==> src/rtl/seq_multiplier_param.sv <==
// Parametrised shift-add sequential multiplier, signed/unsigned per operation.
// Optional SEQ_MUL_EARLY_EXIT_EN ends CALC once no multiplier bits remain set.
//
// state  | meaning
// IDLE   | waiting for start, operands captured on start
// CALC   | one multiplier bit retired per cycle
// SIGN   | apply sign to magnitude product, update product
// DONE   | done pulse, then back to IDLE
module seq_multiplier_param #(
  parameter int WIDTH = 8
) (
  input  logic                 clk,
  input  logic                 reset,
  input  logic                 start,
  input  logic                 is_signed,
  input  logic [WIDTH-1:0]     multiplier,
  input  logic [WIDTH-1:0]     multiplicand,
  output logic [2*WIDTH-1:0]   product,
  output logic                 busy,
  output logic                 done
);

  localparam int CW = $clog2(WIDTH + 1);

  typedef enum logic [1:0] {
    S_IDLE,
    S_CALC,
    S_SIGN,
    S_DONE
  } state_t;

  state_t               state;
  logic [WIDTH-1:0]     mplier;
  logic [2*WIDTH-1:0]   mcand;
  logic [2*WIDTH-1:0]   acc;
  logic [CW-1:0]        cnt;
  logic                 neg;

  logic [WIDTH-1:0]     a_mag;
  logic [WIDTH-1:0]     b_mag;
  logic [2*WIDTH-1:0]   acc_next;
  logic [WIDTH-1:0]     mplier_sh;
  logic                 calc_exit;

  // Magnitude of -2^(WIDTH-1) wraps to 2^(WIDTH-1), which is correct as unsigned.
  always_comb begin
    a_mag = multiplier;
    b_mag = multiplicand;
    if (is_signed && multiplier[WIDTH-1])
      a_mag = -multiplier;
    if (is_signed && multiplicand[WIDTH-1])
      b_mag = -multiplicand;
  end

  always_comb begin
    acc_next  = acc;
    if (mplier[0])
      acc_next = acc + mcand;
    mplier_sh = mplier >> 1;
`ifdef SEQ_MUL_EARLY_EXIT_EN
    calc_exit = (cnt == CW'(1)) || (mplier_sh == '0);
`else
    calc_exit = (cnt == CW'(1));
`endif
  end

  always_ff @(posedge clk or negedge reset) begin
    if (!reset) begin
      state   <= S_IDLE;
      mplier  <= '0;
      mcand   <= '0;
      acc     <= '0;
      cnt     <= '0;
      neg     <= 1'b0;
      product <= '0;
      busy    <= 1'b0;
      done    <= 1'b0;
    end else begin
      case (state)
        S_IDLE: begin
          done <= 1'b0;
          if (start) begin
            mplier <= a_mag;
            mcand  <= {{WIDTH{1'b0}}, b_mag};
            acc    <= '0;
            cnt    <= CW'(WIDTH);
            neg    <= is_signed & (multiplier[WIDTH-1] ^ multiplicand[WIDTH-1]);
            busy   <= 1'b1;
            state  <= S_CALC;
          end
        end
        S_CALC: begin
          acc    <= acc_next;
          mplier <= mplier_sh;
          mcand  <= mcand << 1;
          cnt    <= cnt - CW'(1);
          if (calc_exit)
            state <= S_SIGN;
        end
        S_SIGN: begin
          product <= neg ? -acc : acc;
          done    <= 1'b1;
          state   <= S_DONE;
        end
        S_DONE: begin
          done  <= 1'b0;
          busy  <= 1'b0;
          state <= S_IDLE;
        end
        default: state <= S_IDLE;
      endcase
    end
  end

endmodule

==> config.mk <==
export PLATFORM = sky130hd
export DESIGN_NAME = seq_multiplier_param
export DESIGN_NICKNAME = d
export VERILOG_FILES = /design/src/rtl/seq_multiplier_param.sv
export SDC_FILE = /design/constraint.sdc
export NUM_CORES = 1
export LEC_CHECK = 0
export BUFFER_PORTS_ARGS = -buffer_cell sky130_fd_sc_hd__buf_2
export CAP_MARGIN = 10
export CORE_MARGIN = 5
export CORE_UTILIZATION = 60
export CTS_BUF_LIST = sky130_fd_sc_hd__clkbuf_8 sky130_fd_sc_hd__clkbuf_16
export DETAILED_ROUTE_END_ITERATION = 8
export PLACE_DENSITY = 0.83
export SLEW_MARGIN = 40
export SYNTH_ARGS = -nofsm -noshare
export SYNTH_HDL_FRONTEND = slang
export SYNTH_SLANG_ARGS = --single-unit
export TNS_END_PERCENT = 50
==> constraint.sdc <==
create_clock -name clk -period 2.5 [get_ports clk]
set_input_delay 0.125 -clock clk [delete_from_list [all_inputs] [get_ports clk]]
set_output_delay 0.125 -clock clk [all_outputs]
set_load 0.03 [all_outputs]
==> results by group, run 1 <==
Run status
  • Outcome: finished, final reports clean

Timing
  • Fin. Hold Viols: 0
  • Final period util: 0.924
  • Fmax: 0.433 GHz
  • Max_slew headroom: 0.679
  • RSZ-0062 raised after global routing: no
  • Setup violators final: 0
  • Setup Skew: 0.0117 ns
  • Min Tclk post-route: 2.31 ns
  • Setup WS post-layout: 0.190 ns
  • Fin. max-slew vios: 0
  • Worst Tran Pin Value: 0.481 ns
  • Setup TNS: 0 ns

Synthesis
  • Commonest cells in the netlist: 65 x dfrtp_1, 51 x nand2_1, 45 x a21oi_1, 45 x nor2_1, 36 x o21ai_0
  • Top cells by area, synth: dfrtp_1 41%, ha_1 7.9%, a21oi_1 5.7%, nand2_1 4.8%, xor2_1 4.6%
  • Main synth FF type: dfrtp_1
  • Library cells used by synthesis: 50
  • Post-synth ARST share: 1.00
  • EDFF count, synth: 0
  • Synth Register Bits: 65
  • Synth warn: 0
  • Synth Net Count: 496
  • Synthesized cell area: 0.00397 mm^2
  • Area leader, netlist: dfrtp_1
  • Top-count cell post-synth: dfrtp_1
  • Avg Inst Size Synth: 8.81 um^2
  • Post-synth top area share: 0.410
  • Syn Inst Count: 450
  • Sequential share of the synthesized area: 0.410

Floorplanning
  • Core area: 0.00639 mm^2
  • Die area: 0.00833 mm^2
  • Height of the die: 91.3 um
  • Die width: 91.3 um
  • I/O pins: 38
  • Initial Util: 0.621
  • Rows: 29

Pwr
  • PwrDens: 1270 mW/mm^2
  • Leak Pwr: 0.00208 uW
  • Total Power: 5650 uW
  • Max IR drop VDD: 0.954 mV

Clock network
  • Clock-pin slew on the worst setup and hold paths: 0.08 ns
  • Clock Sink Count: 65
  • TritonCTS Buffers: 9
  • CTS Root Cell: clkbuf_8
  • Htree depth: 3
  • Clk_lat worst skew: 0.34 ns
  • Max clock buf depth: 2
  • CTS tree: yes

Global routing
  • Pin count of the biggest net entering global routing: 36
  • Vias in the first global route: 3278
  • GRT Util Overall: 0.223
  • Gr ovfl total: 0
  • Initial antenna violation count: 0
  • First-pass GRT wire length: 15300 um

Detailed routing
  • 1st-iter DRT viols: 158
  • DRT Pass-1 Iters: 4
  • Drt total wl: 8700 um
  • DR WL/cell: 15.3 um
  • Detail Route Antenna Nets: 0
  • Via count: 3353
  • Via density: 5.88
  • DR DRC count: 0

Placement
  • Port buffer count: 37
  • DP HPWL: 6470 um
  • Pre-CTS WS: 0.190 ns
  • Dpl cell area: 0.00424 mm^2
  • RePlAce Congestion: 0.919

Cells and area
  • Final instance area: 0.00446 mm^2
  • Share of layout cells above drive strength 1: 0.144
  • Synth-to-layout area growth: 12.4%
  • Antenna diode instance count: 0
  • Fillers: 513
  • Nets: 534

Critical path
  • CP max-delay cell: dfrtp_1
  • Worst EP required: 2.74 ns
  • Endpoint type of the worst setup path: flop
  • CP Launch Type: flop
  • Max FO, Critical Path: 6
  • Crit Path Category: reg2reg
  • Cells along the critical path: ha_1 > and2_4 > a221o_1 > a21oi_1 > o211ai_2 > a211oi_2 > nand2_1 > a22oi_1
  • Worst Path Arrival: 2.55 ns
  • Slowest stage delay, CP: 0.44 ns

Worst hold path
  • Hold crit path type: in2reg

Job
  • Max cap viols: 0
==> metrics by stage <==
step | hold slack, ns | utilization | instances
finish | 0.0723 | 0.698 | 570
global route | 0.0789 | 0.698 | 570
CTS | 0.0694 | 0.696 | 570
detailed placement | 0.248 | 0.663 | 553
global placement | 0.242 | 0.663 | 553
floorplan | -0.171 | - | 450
==> power by group <==
part / total, uW / internal, uW / switching (uW) / leakage [uW]
clock: 888 / 481 / 408 / 0.0000995
combinational: 2870 / 1050 / 1820 / 0.00116
sequential: 1890 / 1490 / 399 / 0.000827
total: 5650 / 3020 / 2630 / 0.00208
==> kinds of logic after synthesis <==
| group | after synthesis | share of synthesized area |
|---|---|---|
| XOR/XNOR | 32 | 0.0707 |
| AND/OR/NAND/NOR | 143 | 0.162 |
| multiplexers | 8 | 0.0208 |
| buffers and inverters | 38 | 0.0366 |
| flip-flops | 65 | 0.410 |
| adder cells (fa/ha/maj) | 26 | 0.0839 |
| AO/OA/AOI/OAI | 138 | 0.216 |
==> sequential cells by signal (all words and copies together) (netlist names) <==
register  flops
acc          16
mcand        16
product      16
mplier        8
cnt           4
state         2
busy          1
done          1
neg           1
==> critical path, delay by kind of cell, from the launching register on <==
family / cells / cell delay (ns)
AO/OA/AOI/OAI: 5 / 1.15
adder cells (fa/ha/maj): 1 / 0.38
flip-flops: 1 / 0.44
AND/OR/NAND/NOR: 2 / 0.26
==> cell usage in the layout, fill, tap and decap left out, drive strengths merged, types with 2 or more instances in the layout <==
master / netlist / routed
xnor2: 11 / 11
nand2b: 4 / 4
o211ai: 4 / 4
o21bai: 2 / 2
nand4: 6 / 6
ha: 25 / 25
and3: 4 / 4
clkinv: 0 / 2
nand2: 51 / 51
inv: 19 / 20
a22oi: 2 / 2
clkinvlp: 0 / 2
a21boi: 2 / 2
clkbuf: 17 / 10
nor3: 7 / 7
nor2b: 4 / 4
buf: 2 / 45
o31ai: 6 / 6
o41ai: 2 / 2
a21o: 4 / 4
nand3: 8 / 8
a22o: 9 / 9
a211oi: 3 / 3
nor3b: 3 / 3
o22ai: 3 / 3
and2: 3 / 3
o21ai: 44 / 44
a21oi: 45 / 45
dfrtp: 65 / 65
nor2: 45 / 45
xor2: 21 / 21
a31oi: 4 / 4
mux2: 2 / 2
or3: 6 / 6
mux2i: 6 / 6
==> layout make-up <==
type | count | area (um^2) | share of cell area
Clock buffer | 10 | 138 | 0.0309
Clock inverter | 6 | 58.8 | 0.0132
Multi-Input combinational cell | 347 | 2210 | 0.495
Sequential cell | 65 | 1630 | 0.365
Tap cell | 77 | 96.3 | 0.0216
Timing Repair Buffer | 46 | 258 | 0.0578
Inverter | 19 | 71.3 | 0.0160
==> worst paths after layout <==
path,from,endpoint,slack [ns],depth (start not counted)
max in group asynchronous,reset,acc[8],1.64,3
setup / recovery,acc[13],acc[15],0.19,8
setup reg to reg,acc[13],acc[15],0.19,8
min in group asynchronous,reset,mplier[7],0.27,2
hold / removal,multiplicand[7],mcand[7],0.07,3
hold reg to reg,mplier[6],mplier[6],0.49,2
==> timing repair <==
| item | in CTS | in global routing |
|---|---|---|
| setup endpoints to repair | 0 | 2 |
| gates resized for setup | 0 | 3 |
| hold buffers | 1 | 0 |
| hold endpoints to repair | 33 | 0 |
| setup buffers | 0 | 0 |
==> layer usage <==
| layer | global-route usage | routed length (um) | vias up |
|---|---|---|---|
| met5 | 0 | 0 | - |
| met4 | 0.0807 | 160 | 0 |
| met3 | 0.0364 | 445 | 14 |
| met2 | 0.354 | 4010 | 88 |
| met1 | 0.309 | 4090 | 1568 |
| li1 | - | - | 1683 |
No activity file was read; power rests on OpenSTA's default activity.
==> run 2, diff against run 1 <==
--- a/config.mk
+++ b/config.mk
@@ -7,11 +7,14 @@
 export LEC_CHECK = 0
 export BUFFER_PORTS_ARGS = -buffer_cell sky130_fd_sc_hd__buf_2
 export CAP_MARGIN = 10
+export CELL_PAD_IN_SITES_DETAIL_PLACEMENT = 1
+export CELL_PAD_IN_SITES_GLOBAL_PLACEMENT = 1
 export CORE_MARGIN = 5
-export CORE_UTILIZATION = 60
+export CORE_UTILIZATION = 45
 export CTS_BUF_LIST = sky130_fd_sc_hd__clkbuf_8 sky130_fd_sc_hd__clkbuf_16
 export DETAILED_ROUTE_END_ITERATION = 8
-export PLACE_DENSITY = 0.83
+export PLACE_DENSITY = 0.81
+export REMOVE_ABC_BUFFERS = 1
 export SLEW_MARGIN = 40
 export SYNTH_ARGS = -nofsm -noshare
 export SYNTH_HDL_FRONTEND = slang
==> results by group, run 2 (synthesized netlist as in run 1, its figures left out) <==
Timing
  • Setup Skew: 0.00992 ns
  • Final period util: 0.948
  • Max_slew headroom: 0.610
  • Fin. Hold Viols: 0
  • Worst Tran Pin Value: 0.585 ns
  • Fmax: 0.422 GHz
  • Fin. max-slew vios: 0
  • Min Tclk post-route: 2.37 ns
  • Setup violators final: 0

Placement
  • DP HPWL: 7650 um
  • Port buffer count: 37
  • Placed Instances: 585
  • Dpl cell area: 0.00428 mm^2
  • RePlAce Congestion: 0.922

Global routing
  • Gr ovfl total: 0
  • Vias in the first global route: 3680
  • Initial antenna violation count: 0
  • Pin count of the biggest net entering global routing: 34
  • First-pass GRT wire length: 17500 um
  • GRT Util Overall: 0.193

Run status
  • Outcome: finished, final reports clean

Critical path
  • RR Endpoint: acc[14]
  • Crit Path Category: reg2reg
  • Worst EP required: 2.72 ns
  • Worst reg2reg path startpoint: acc[0]
  • Max FO, Critical Path: 6
  • CP Launch Type: flop
  • Reg2Reg Depth: 10
  • Endpoint type of the worst setup path: flop
  • Worst Path Arrival: 2.59 ns
  • R2R setup slack: 0.13 ns

Floorplanning
  • Rows: 34
  • I/O pins: 38
  • Initial Util: 0.459
  • Height of the die: 104 um
  • Die width: 104 um
  • Core area: 0.00864 mm^2
  • Die area: 0.0108 mm^2

Detailed routing
  • Drt total wl: 9990 um
  • Detail Route Antenna Nets: 0
  • Via density: 5.68
  • DRT Pass-1 Iters: 4
  • DR WL/cell: 16.6 um
  • DR DRC count: 0
  • Via count: 3416
  • 1st-iter DRT viols: 92

Cells and area
  • Antenna diode instance count: 0
  • Synth-to-layout area growth: 13.0%
  • Nets: 535
  • Biggest regs: acc x16, mcand x16, product x16
  • Final instance area: 0.00448 mm^2
  • Most frequent cells in the layout: 64 x dfrtp_1, 51 x nand2_1, 45 x nor2_1, 45 x a21oi_1, 37 x buf_2
  • Commonest non-fill, non-tap cell in the layout: dfrtp_1
  • Fin cells: 601
  • Share of layout cells above drive strength 1: 0.142

Clock network
  • CTS tree: yes
  • Htree depth: 3
  • TritonCTS Buffers: 9
  • Clock-pin slew on the worst setup and hold paths: 0.07 ns
  • Clock Sink Count: 65
  • CTS Root Cell: clkbuf_8
  • Clk_lat worst skew: 0.34 ns
  • Max clock buf depth: 2

Pwr
  • Logic pwr share: 0.521
  • Sw Ratio: 0.473
  • Register share of total power: 0.333
  • Leak Pwr: 0.00209 uW
  • Max IR drop VDD: 0.400 mV
  • Int Pwr: 3000 uW
  • P_sw: 2700 uW
  • Total Power: 5700 uW
  • PwrDens: 1270 mW/mm^2
  • Clock share of power: 0.146

Worst hold path
  • Hold Crit Endpoint: neg
  • Hold crit path type: in2reg
  • Worst Hold Launch: is_signed
  • Hold Path Cell Cnt: 3

Job
  • Max cap viols: 0
==> run 2: cell count changes in the layout (fill, tap and decap cells not counted) <==
cell | previous run | this run
clkbuf_8 | 10 | 9
buf_2 | 36 | 37
clkinvlp_4 | 2 | 0
inv_1 | 20 | 21
clkinv_2 | 2 | 3
==> run 2: final cells by class <==
type / count / area [um^2]
clock buffers: 9 / 124
repair buffers: 47 / 263
fillers: 1041 / 4150
flip-flops and latches: 65 / 1630
multi-input cells: 347 / 2210
clock inverters: 6 / 52.6
well taps: 108 / 135
inverters: 19 / 71.3
==> run 2: what timing repair did <==
action,4_1_cts,5_1_grt
hold endpoints to repair,19,0
hold buffers,1,0
setup buffers,0,0
endpoints found under the setup margin,0,2
gates resized for setup,0,3
==> run 2: power by group through the flow <==
stage	Clock, uW	Combinational, uW	Sequential [uW]
final	834	2970	1900
after global routing	913	3350	1970
after CTS	854	3000	1900
after floorplan	0	1830	2100
after detailed placement	0	2970	1910
after global placement	0	2830	1880
==> run 2: worst max-delay path: stages, from the launching register on <==
cell and delay, ns:
dfrtp_2 0.41, ha_1 0.19, inv_1 0.07, fa_1 0.41
nor2b_1 0.18, o211ai_1 0.12, a21boi_2 0.18, nor2_1 0.11
o311ai_2 0.33, xnor2_1 0.17, o21ai_1 0.08
==> run 2: worst max-delay path by stage <==
stage	from	to	slack, ns
after floorplan	state[0]	acc[15]	-0.22
after global placement	acc[0]	acc[14]	0.23
after detailed placement	acc[0]	acc[14]	0.07
after CTS	acc[0]	acc[14]	0.06
after global routing	mcand[0]	acc[14]	-0.02
final	acc[0]	acc[14]	0.13
==> run 2: through the flow <==
stage	setup WS, ns	setup TNS [ns]	hold WS [ns]	util
6_report	0.131	0	0.0846	0.519
5_1_grt	-0.0216	-0.0216	0.0785	0.519
4_1_cts	0.0558	0	0.0739	0.518
3_5_place_dp	0.0697	0	0.112	0.496
3_3_place_gp	0.226	0	0.111	0.496
2_1_floorplan	-0.219	-2.55	-0.171	-
==> run 2: routing by layer <==
metal / vias up / track usage / wire [um]
met4: 0 / 0.0546 / 110
met1: 1673 / 0.243 / 4600
met3: 10 / 0.0397 / 347
li1: 1672 / - / -
met2: 61 / 0.333 / 4930
met5: - / 0 / 0
==> run 3, diff against run 2 <==
--- a/config.mk
+++ b/config.mk
@@ -10,10 +10,10 @@
 export CELL_PAD_IN_SITES_DETAIL_PLACEMENT = 1
 export CELL_PAD_IN_SITES_GLOBAL_PLACEMENT = 1
 export CORE_MARGIN = 5
-export CORE_UTILIZATION = 45
+export CORE_UTILIZATION = 49
 export CTS_BUF_LIST = sky130_fd_sc_hd__clkbuf_8 sky130_fd_sc_hd__clkbuf_16
 export DETAILED_ROUTE_END_ITERATION = 8
-export PLACE_DENSITY = 0.81
+export PLACE_DENSITY = 0.87
 export REMOVE_ABC_BUFFERS = 1
 export SLEW_MARGIN = 40
 export SYNTH_ARGS = -nofsm -noshare
==> constraint.sdc (replaced) <==
create_clock -name clk -period 2.75 [get_ports clk]
set_input_delay 0.1375 -clock clk [delete_from_list [all_inputs] [get_ports clk]]
set_output_delay 0.1375 -clock clk [all_outputs]
set_load 0.03 [all_outputs]
==> results by group, run 3 (synthesized netlist as in run 1, its figures left out) <==
Global routing
  • Initial antenna violation count: 0
  • GRT Max-Usage Layer: met2
  • Met2 Resource Use GR: 0.394
  • Pin count of the biggest net entering global routing: 66
  • Gr ovfl total: 0
  • GRT Util Overall: 0.222
  • First-pass GRT wire length: 17900 um
  • Global Route met3 Usage: 0.0341
  • Grt met1 use: 0.268
  • Vias in the first global route: 3793

Critical path
  • CP Launch Type: flop
  • Endpoint type of the worst setup path: flop
  • Max FO, Critical Path: 6
  • Worst reg2reg path startpoint: acc[0]
  • Reg2Reg Depth: 10
  • Crit Path Category: reg2reg
  • R2R setup slack: 0.14 ns
  • Worst Path Arrival: 2.81 ns
  • Worst EP required: 2.95 ns
  • RR Endpoint: acc[14]

Timing
  • Setup Skew: 0.00925 ns
  • RSZ-0062 raised after global routing: no
  • Setup TNS: 0 ns
  • Setup violators final: 0
  • Fmax: 0.383 GHz
  • Final period util: 0.949
  • Fin. Hold Viols: 0
  • Max_slew headroom: 0.593
  • Min Tclk post-route: 2.61 ns
  • Fin. max-slew vios: 0
  • Worst Tran Pin Value: 0.610 ns

Pwr
  • Leak Pwr: 0.00210 uW
  • P_sw: 2530 uW
  • Int Pwr: 2850 uW
  • Clock share of power: 0.170
  • Max IR drop VDD: 0.440 mV
  • Logic pwr share: 0.509
  • Sw Ratio: 0.470
  • PwrDens: 1190 mW/mm^2
  • Register share of total power: 0.320

Floorplanning
  • Core area: 0.00781 mm^2
  • Die area: 0.00999 mm^2
  • Die width: 100 um
  • Height of the die: 100 um
  • I/O pins: 38
  • Initial Util: 0.508
  • Rows: 32

Worst hold path
  • Worst Hold Launch: multiplicand[7]
  • Hold Path Cell Cnt: 3
  • Hold crit path type: in2reg
  • Hold Crit Endpoint: mcand[7]

Cells and area
  • Most frequent cells in the layout: 65 x dfrtp_1, 51 x nand2_1, 45 x nor2_1, 45 x a21oi_1, 37 x buf_2
  • Area of the multi-input gates: 0.00220 mm^2
  • Biggest regs: acc x16, mcand x16, product x16
  • FF+latch area: 0.00163 mm^2
  • Synth-to-layout area growth: 13.5%
  • Fillers: 955
  • Share of layout cells above drive strength 1: 0.138
  • Nets: 533
  • Final instance area: 0.00450 mm^2
  • Commonest non-fill, non-tap cell in the layout: dfrtp_1
  • Antenna diode instance count: 0

Detailed routing
  • 1st-iter DRT viols: 159
  • DR DRC count: 0
  • Detail Route Antenna Nets: 0
  • Drt total wl: 10500 um
  • Via count: 3492
  • Via density: 5.88
  • DR WL/cell: 17.7 um
  • DRT Pass-1 Iters: 4

Clock network
  • Clock-pin slew on the worst setup and hold paths: 0.08 ns
  • TritonCTS Buffers: 9
  • Clock Sink Count: 65
  • Clk_lat worst skew: 0.34 ns
  • CTS Root Cell: clkbuf_8
  • CTS tree: yes
  • Max clock buf depth: 2
  • Htree depth: 3

Placement
  • RePlAce Congestion: 0.845
  • Dpl cell area: 0.00426 mm^2
  • Port buffer count: 37
  • DP HPWL: 7520 um

Job
  • Max cap viols: 0

Run status
  • Outcome: finished, final reports clean
[run 3: power by group through the flow]
stage	combinational, uW	sequential (uW)	clock [uW]
2_1_floorplan	1670	1910	0
3_3_place_gp	2560	1700	0
5_1_grt	3060	1780	980
4_1_cts	2750	1720	932
3_5_place_dp	2710	1730	0
6_report	2740	1720	915
[run 3: cell type report]
cell class                 count  area share
multi-input combinational    347       0.490
sequential                    65       0.361
timing repair buffer          45      0.0559
clock buffer                  10      0.0306
tap                          102      0.0283
clock inverter                 6      0.0183
inverter                      19      0.0158
[run 3: critical path: stages (launching register included)]
cell	delay, ns
dfrtp_1	0.46
ha_1	0.24
inv_1	0.07
fa_1	0.41
nor2b_1	0.25
o211ai_1	0.12
a21boi_1	0.22
nor2_1	0.14
o311ai_2	0.32
xnor2_1	0.15
o21ai_1	0.09
[run 3: timing repair]
action	4_1_cts	5_1_grt
hold buffers	0	1
endpoints found under the hold margin	0	65
buffers inserted	0	0
endpoints found under the setup margin	0	1
gates resized for setup	0	1
[run 3: metal layers]
metal,part of all wire,vias to the layer above
li1,-,1677
met4,0.026,0
met3,0.038,24
met2,0.49,71
met5,0,-
met1,0.45,1720
[run 3: how the worst max path moves through the flow]
stage / startpoint / to / slack (ns)
after floorplan: state[0] / acc[15] / 0.03
after global routing: acc[0] / acc[14] / 0.03
final: acc[0] / acc[14] / 0.14
after detailed placement: acc[0] / acc[14] / 0.27
after CTS: acc[0] / acc[14] / 0.11
after global placement: acc[0] / acc[14] / 0.47
[run 3: through the flow]
| step | setup WS [ns] | util | std cells | hold slack, ns | total power (uW) |
|---|---|---|---|---|---|
| finish | 0.141 | 0.577 | 594 | 0.0816 | 5380 |
| global route | 0.0349 | 0.577 | 594 | 0.0981 | 5820 |
| CTS | 0.109 | 0.574 | 593 | 0.00340 | 5410 |
| detailed placement | 0.270 | 0.546 | 577 | 0.377 | 4440 |
| global placement | 0.474 | 0.546 | 577 | 0.370 | 4260 |
| floorplan | 0.0311 | - | 431 | -0.158 | 3570 |
